**config.mk**
```make
export PLATFORM = sky130hd
export DESIGN_NAME = detector_timing_ctrl
export DESIGN_NICKNAME = d
export VERILOG_FILES = /design/src/rtl/detector_pkg.sv /design/src/rtl/detector_delay.sv /design/src/rtl/detector_timing_ctrl.sv
export SDC_FILE = /design/constraint.sdc
export NUM_CORES = 1
export LEC_CHECK = 0
export ABC_CLOCK_PERIOD_IN_PS = 2400
export CAP_MARGIN = 10
export CORE_MARGIN = 2
export CORE_UTILIZATION = 54
export DETAILED_ROUTE_END_ITERATION = 10
export PLACE_DENSITY = 0.87
export SLEW_MARGIN = 20
export SYNTH_ARGS = -nofsm -noshare
export SYNTH_HDL_FRONTEND = slang
export SYNTH_SLANG_ARGS = --single-unit
```
**constraint.sdc**
```tcl
create_clock -name clk -period 2.4 [get_ports clk]
set_input_delay 0.48 -clock clk [delete_from_list [all_inputs] [get_ports clk]]
set_output_delay 0.48 -clock clk [all_outputs]
set_load 0.03 [all_outputs]
```
**src/rtl/detector_pkg.sv**
```systemverilog
// detector_pkg: shared FSM state encoding and default parameters for the detector timing block.
// Contents:
//   CNT_W_DEF     - default timing counter / cfg port width
//   ALIGN_DLY_DEF - default pixel-data pipeline latency
//   state_t       - frame FSM states
package detector_pkg;
    localparam int CNT_W_DEF     = 16;
    localparam int ALIGN_DLY_DEF = 2;
    typedef enum logic [2:0] {IDLE, INTEG, SETTLE, ACTIVE, HBLANK, DONE} state_t;
endpackage

```
**src/rtl/detector_delay.sv**
```systemverilog
// detector_delay: fixed-latency register pipeline aligning strobes with pixel data.
// Ports:
//   clk, rst_n - clock, asynchronous active-low reset (clears the pipeline)
//   i_data     - DATA_WIDTH bits in
//   o_data     - i_data delayed DELAY_CYCLE (>=1) cycles
module detector_delay #(
    parameter int DATA_WIDTH  = 2,
    parameter int DELAY_CYCLE = 2
) (
    input  logic                  clk,
    input  logic                  rst_n,
    input  logic [DATA_WIDTH-1:0] i_data,
    output logic [DATA_WIDTH-1:0] o_data
);
    logic [DATA_WIDTH-1:0] r_pipe [DELAY_CYCLE];

    always_ff @(posedge clk or negedge rst_n) begin
        if (!rst_n) begin
            for (int i = 0; i < DELAY_CYCLE; i++) r_pipe[i] <= '0;
        end else begin
            r_pipe[0] <= i_data;
            for (int i = 1; i < DELAY_CYCLE; i++) r_pipe[i] <= r_pipe[i-1];
        end
    end

    assign o_data = r_pipe[DELAY_CYCLE-1];
endmodule

```
**src/rtl/detector_timing_ctrl.sv**
```systemverilog
// detector_timing_ctrl: frame timing FSM (integrate, settle, line readout) for an image detector.
// Ports:
//   clk, rst_n         - clock, asynchronous active-low reset
//   i_cont_mode        - only with DETECTOR_TIMING_CTRL_CONT_EN: restart frames back to back
//   i_start, i_abort   - single-cycle frame request, terminate current frame
//   i_cfg_*            - integration, settle, pixels/line, blank/line, lines/frame (latched at start)
//   o_det_int, o_det_rd          - detector integration window, pixel read enable
//   o_line_valid, o_frame_valid  - read / readout-region strobes delayed ALIGN_DLY cycles
//   o_busy, o_frame_done         - not idle, one-cycle pulse at normal frame completion
// Build option: DETECTOR_TIMING_CTRL_CONT_EN enables continuous mode.
module detector_timing_ctrl
    import detector_pkg::*;
#(
    parameter int CNT_W     = CNT_W_DEF,
    parameter int ALIGN_DLY = ALIGN_DLY_DEF
) (
    input  logic             clk,
    input  logic             rst_n,
`ifdef DETECTOR_TIMING_CTRL_CONT_EN
    input  logic             i_cont_mode,
`endif
    input  logic             i_start,
    input  logic             i_abort,
    input  logic [CNT_W-1:0] i_cfg_int_time,
    input  logic [CNT_W-1:0] i_cfg_settle,
    input  logic [CNT_W-1:0] i_cfg_h_active,
    input  logic [CNT_W-1:0] i_cfg_h_blank,
    input  logic [CNT_W-1:0] i_cfg_v_active,
    output logic             o_det_int,
    output logic             o_det_rd,
    output logic             o_line_valid,
    output logic             o_frame_valid,
    output logic             o_busy,
    output logic             o_frame_done
);
    localparam logic [CNT_W-1:0] ONE = {{(CNT_W-1){1'b0}}, 1'b1};

    state_t           r_state;
    logic [CNT_W-1:0] r_cnt, r_line, r_settle, r_h_active, r_h_blank;
    logic             r_det_int, r_det_rd, r_fv_src, r_busy, r_frame_done;
    logic [CNT_W-1:0] w_int, w_h_active, w_v_active;
    logic [1:0]       w_aligned;
    logic             w_cont, w_launch;

`ifdef DETECTOR_TIMING_CTRL_CONT_EN
    assign w_cont = i_cont_mode;
`else
    assign w_cont = 1'b0;
`endif

    // Zero lengths that cannot be skipped are promoted to one cycle
    assign w_int      = (i_cfg_int_time == '0) ? ONE : i_cfg_int_time;
    assign w_h_active = (i_cfg_h_active == '0) ? ONE : i_cfg_h_active;
    assign w_v_active = (i_cfg_v_active == '0) ? ONE : i_cfg_v_active;
    // Start is only honoured in IDLE (abort beats it); DONE relaunches only in continuous mode
    assign w_launch   = ((r_state == IDLE) && i_start && !i_abort) || ((r_state == DONE) && w_cont);

    // r_cnt holds cycles left in the current state, r_line lines left; both stop at 1
    always_ff @(posedge clk or negedge rst_n) begin
        if (!rst_n) begin
            r_state      <= IDLE;
            r_cnt        <= '0;
            r_line       <= '0;
            r_settle     <= '0;
            r_h_active   <= '0;
            r_h_blank    <= '0;
            r_det_int    <= 1'b0;
            r_det_rd     <= 1'b0;
            r_fv_src     <= 1'b0;
            r_busy       <= 1'b0;
            r_frame_done <= 1'b0;
        end else if (i_abort && r_state != IDLE) begin
            r_state      <= IDLE;
            r_det_int    <= 1'b0;
            r_det_rd     <= 1'b0;
            r_fv_src     <= 1'b0;
            r_busy       <= 1'b0;
            r_frame_done <= 1'b0;
        end else if (w_launch) begin
            r_state      <= INTEG;
            r_cnt        <= w_int;
            r_line       <= w_v_active;
            r_settle     <= i_cfg_settle;
            r_h_active   <= w_h_active;
            r_h_blank    <= i_cfg_h_blank;
            r_det_int    <= 1'b1;
            r_det_rd     <= 1'b0;
            r_fv_src     <= 1'b0;
            r_busy       <= 1'b1;
            r_frame_done <= 1'b0;
        end else begin
            r_frame_done <= 1'b0;
            case (r_state)
                INTEG, SETTLE, HBLANK: begin
                    if (r_cnt != ONE) begin
                        r_cnt <= r_cnt - ONE;
                    end else if (r_state == INTEG && r_settle != '0) begin
                        r_state   <= SETTLE;
                        r_cnt     <= r_settle;
                        r_det_int <= 1'b0;
                    end else begin
                        r_state   <= ACTIVE;
                        r_cnt     <= r_h_active;
                        r_det_int <= 1'b0;
                        r_det_rd  <= 1'b1;
                        r_fv_src  <= 1'b1;
                    end
                end
                ACTIVE: begin
                    if (r_cnt != ONE) begin
                        r_cnt <= r_cnt - ONE;
                    end else begin
                        r_line <= r_line - ONE;
                        if (r_line == ONE) begin
                            r_state      <= DONE;
                            r_det_rd     <= 1'b0;
                            r_fv_src     <= 1'b0;
                            r_frame_done <= 1'b1;
                        end else if (r_h_blank != '0) begin
                            r_state  <= HBLANK;
                            r_cnt    <= r_h_blank;
                            r_det_rd <= 1'b0;
                        end else begin
                            r_cnt <= r_h_active;
                        end
                    end
                end
                DONE: begin
                    r_state <= IDLE;
                    r_busy  <= 1'b0;
                end
                default: ;
            endcase
        end
    end

    detector_delay #(
        .DATA_WIDTH (2),
        .DELAY_CYCLE(ALIGN_DLY)
    ) u_align (
        .clk   (clk),
        .rst_n (rst_n),
        .i_data({r_fv_src, r_det_rd}),
        .o_data(w_aligned)
    );

    assign o_det_int     = r_det_int;
    assign o_det_rd      = r_det_rd;
    assign o_busy        = r_busy;
    assign o_frame_done  = r_frame_done;
    assign o_frame_valid = w_aligned[1];
    assign o_line_valid  = w_aligned[0];
endmodule

```
==> results of run 1 <==
-- routing by layer --
metal | track usage, % | part of all wire, % | vias up
met5 | 0 | 0 | -
met4 | 14.4 | 3.3 | 0
met3 | 6.18 | 8.1 | 54
met2 | 52.7 | 47 | 305
met1 | 43.2 | 42 | 2596
li1 | - | - | 2536
-- sequential cells by signal (all words and copies together), names as in the netlist --
| signal | flops |
|---|---|
| r_cnt | 16 |
| r_h_active | 16 |
| r_h_blank | 16 |
| r_line | 16 |
| r_settle | 16 |
| r_state | 3 |
| u_align.o_data | 2 |
| u_align.r_pipe | 2 |
| o_busy | 1 |
| o_det_int | 1 |
| o_det_rd | 1 |
| o_frame_done | 1 |
| r_fv_src | 1 |
-- worst max-delay path: stages, from the launching register on --
cell and delay [ns]:
dfrtp_1 0.42, nor4_4 0.39, buf_4 0.20, and4_1 0.29, buf_4 0.16, nor2_2 0.05, a31oi_4 0.24, nand2_1 0.10
mux2_1 0.32
-- placed cells by master (no fill, tap or decap), types with 5 or more instances in the layout --
cell type        synthesis  routed
nand2_1                165     165
dfrtp_1                 92      92
clkdlybuf4s50_1          0      88
buf_4                    1      66
nor2_1                  36      36
o21ai_0                 35      35
a21oi_1                 30      30
nor4_1                  24      24
nor3_1                  18      18
inv_1                   14      14
nand3_1                 13      13
nand4_1                 12      12
clkbuf_8                 0      12
a31oi_1                  9       9
a211oi_1                 9       9
nor3b_1                  7       7
o22ai_1                  7       7
xor2_1                   6       6
and2_1                   5       5
o21ai_1                  5       5
mux2i_1                  5       5
-- power groups by stage --
stage | Clock [W] | Combinational, W | Sequential, W
after floorplan | 0 | 0.00230 | 0.00288
after global placement | 0 | 0.00353 | 0.00300
after detailed placement | 0 | 0.00364 | 0.00304
after CTS | 0.00124 | 0.00368 | 0.00301
after global routing | 0.00130 | 0.00410 | 0.00311
final | 0.00123 | 0.00374 | 0.00305
-- kinds of logic after synthesis --
kind of cell	share of synthesized area [%]
AO/OA/AOI/OAI	19.2
buffers and inverters	4.29
XOR/XNOR	1.64
multiplexers	1.36
flip-flops	43.1
AND/OR/NAND/NOR	29.5
adder cells (fa/ha/maj)	0.937
-- timing repair --
item                                    4_1_cts  5_1_grt
hold endpoints to repair                      0        0
setup buffers                                 0        2
gates resized for setup                       0        2
endpoints found under the setup margin        0       15
-- metrics by stage --
stage,utilization [%],cells
6_report,72.6,902
5_1_grt,72.6,902
4_1_cts,72.3,900
3_5_place_dp,69.8,884
3_3_place_gp,69.8,884
2_1_floorplan,-,629
-- Yosys cell counts, types with 12 or more instances --
| cell type | n | share of area, % |
|---|---|---|
| buf_2 | 15 | 1.4 |
| nor4_1 | 24 | 2.8 |
| o21ai_0 | 35 | 3.3 |
| inv_1 | 14 | 0.98 |
| nor3_1 | 18 | 1.7 |
| dfrtp_1 | 92 | 43 |
| a21oi_1 | 30 | 2.8 |
| nand2_1 | 165 | 12 |
| nand3_1 | 13 | 1.2 |
| clkbuf_1 | 13 | 0.91 |
| nor2_1 | 36 | 2.5 |
| nand4_1 | 12 | 1.4 |
-- final cells by class --
type                            count  area, um^2
Clock buffer                       13         169
Clock inverter                      3        67.6
Fill cell                         741        2660
Inverter                           14        52.6
Multi-Input combinational cell    490        2830
Sequential cell                    92        2300
Tap cell                          133         166
Timing Repair Buffer              157        1440
-- path summary, 6_finish.rpt --
check / to / cells past startpoint / slack [ns]
max: o_det_rd / 8 / 0.12
min in group clk: u_align.o_data[0] / 0 / 0.36
min: r_cnt[0] / 1 / 0.07
min reg2reg: u_align.o_data[0] / 0 / 0.36
max in group asynchronous: r_h_active[13] / 2 / 1.65
max reg2reg: o_det_rd / 8 / 0.12
==> impl_metrics.ini, run 1 <==
[floorplan]
dieArea_um2 = 10700
core_area_um2 = 9680
die_h_um = 103
num_io_pins = 90
start_util_pct = 55.2
row_count = 36
die_w_um = 103

[layout]
areaGrowthSynthToFinish_pct = 31.6
final_area_um2 = 7030
n_antenna_cell = 0
layout.nets = 852
drive_above_1_share_pct = 14.8

[clock_network]
cts.clk_slew.worst_paths_ns = 0.10
ctsHoldBuffers = 0
clockBufferDepth = 2
clock-sinks = 92
cts_tree = yes
clk_latency_ns = 0.37
clockRootBuffer = clkbuf_8
htree_levels = 3
numCtsBuffers = 9

[setup_path]
required_ns = 2.66
arrival_ns = 2.54
crit_fanout = 7
worstSetupStartpoint = r_cnt[12]
critPathCaptureType = flip-flop
criticalPathCategory = flip-flop to flip-flop
worst_setup_path_start_kind = flip-flop
crit-reg2reg-launch = r_cnt[12]

[drt]
drc = 0
final_antenna_net_count = 0
wl_per_cell_um = 18.9
num_vias = 5491
viasPerCell = 6.09
wl_um = 17000
drt_iter0_drc = 460
drtPass1Iterations = 5

[placement]
post_dp_cell_area_um2 = 6760
port_buffers = 89
dp_hpwl_um = 12800
pre_cts_slack_ns = -0.00554
place_congestion = 0.974

[run]
drv_cap = 0

[sta]
setup_viol = 0
finalClockSkew_ns = 0.0134
slew_headroom_pct = 61.9
fin_setup_tns_ns = 0
fin_crit_ns = 2.28
timing.final.hold_violations = 0
tightest_slew_ns = 0.567
fmax_mhz = 439
setup_ws_ns = 0.122
rsz0062_at_grt = false
slew_viol_final = 0
fin_crit_sh_pct = 94.9
worst_hold_slack_ns = 0.0670

[power]
total_leakage_power_nw = 2.99
swShare_pct = 42.6
ir_drop_v = 0.000537
seq_power_share_pct = 38.0
intPower_w = 0.00460
powerDensity_nw_per_um2 = 1140
p_sw_w = 0.00342
power_w = 0.00802
p_comb_share_pct = 46.6
clockPowerShare_pct = 15.3

[global_route]
grt_use_total_pct = 32.7
grt_pass1_wl_um = 26700
overflow = 0
grt_pass1_vias = 5336
grt_start_max_net_pins = 56
antenna_found_initial = 0

[yosys]
synth_edf_count = 0
synthCells = 629
syn-mean-instance-area_um2 = 8.49
ys_ff_latch = 92
synth_nets = 717
synth_warnings = 0
synthDistinctLibCells = 76
ys.flop_type = dfrtp_1
async_flop_share_pct = 100
seq_area_frac_synth_pct = 43.1
synth_area_um2 = 5340

[hold_path]
hold_class = primary input to async pin

[run_status]
status = complete, no violations
Note: power is estimated with default switching activity, not from simulation.
==> run 2, diff against run 1 <==
==> constraint.sdc (replaced) <==
create_clock -name clk -period 2.4 [get_ports clk]
set_input_delay 0.48 -clock clk [delete_from_list [all_inputs] [get_ports clk]]
set_output_delay 0.48 -clock clk [all_outputs]
set_load 0.005 [all_outputs]
==> results of run 2 <==
Same layout as run 1 (identical final DEF). Status: complete, no violations.
Main changes from that run: total power 0.00802 W -> 0.00794 W
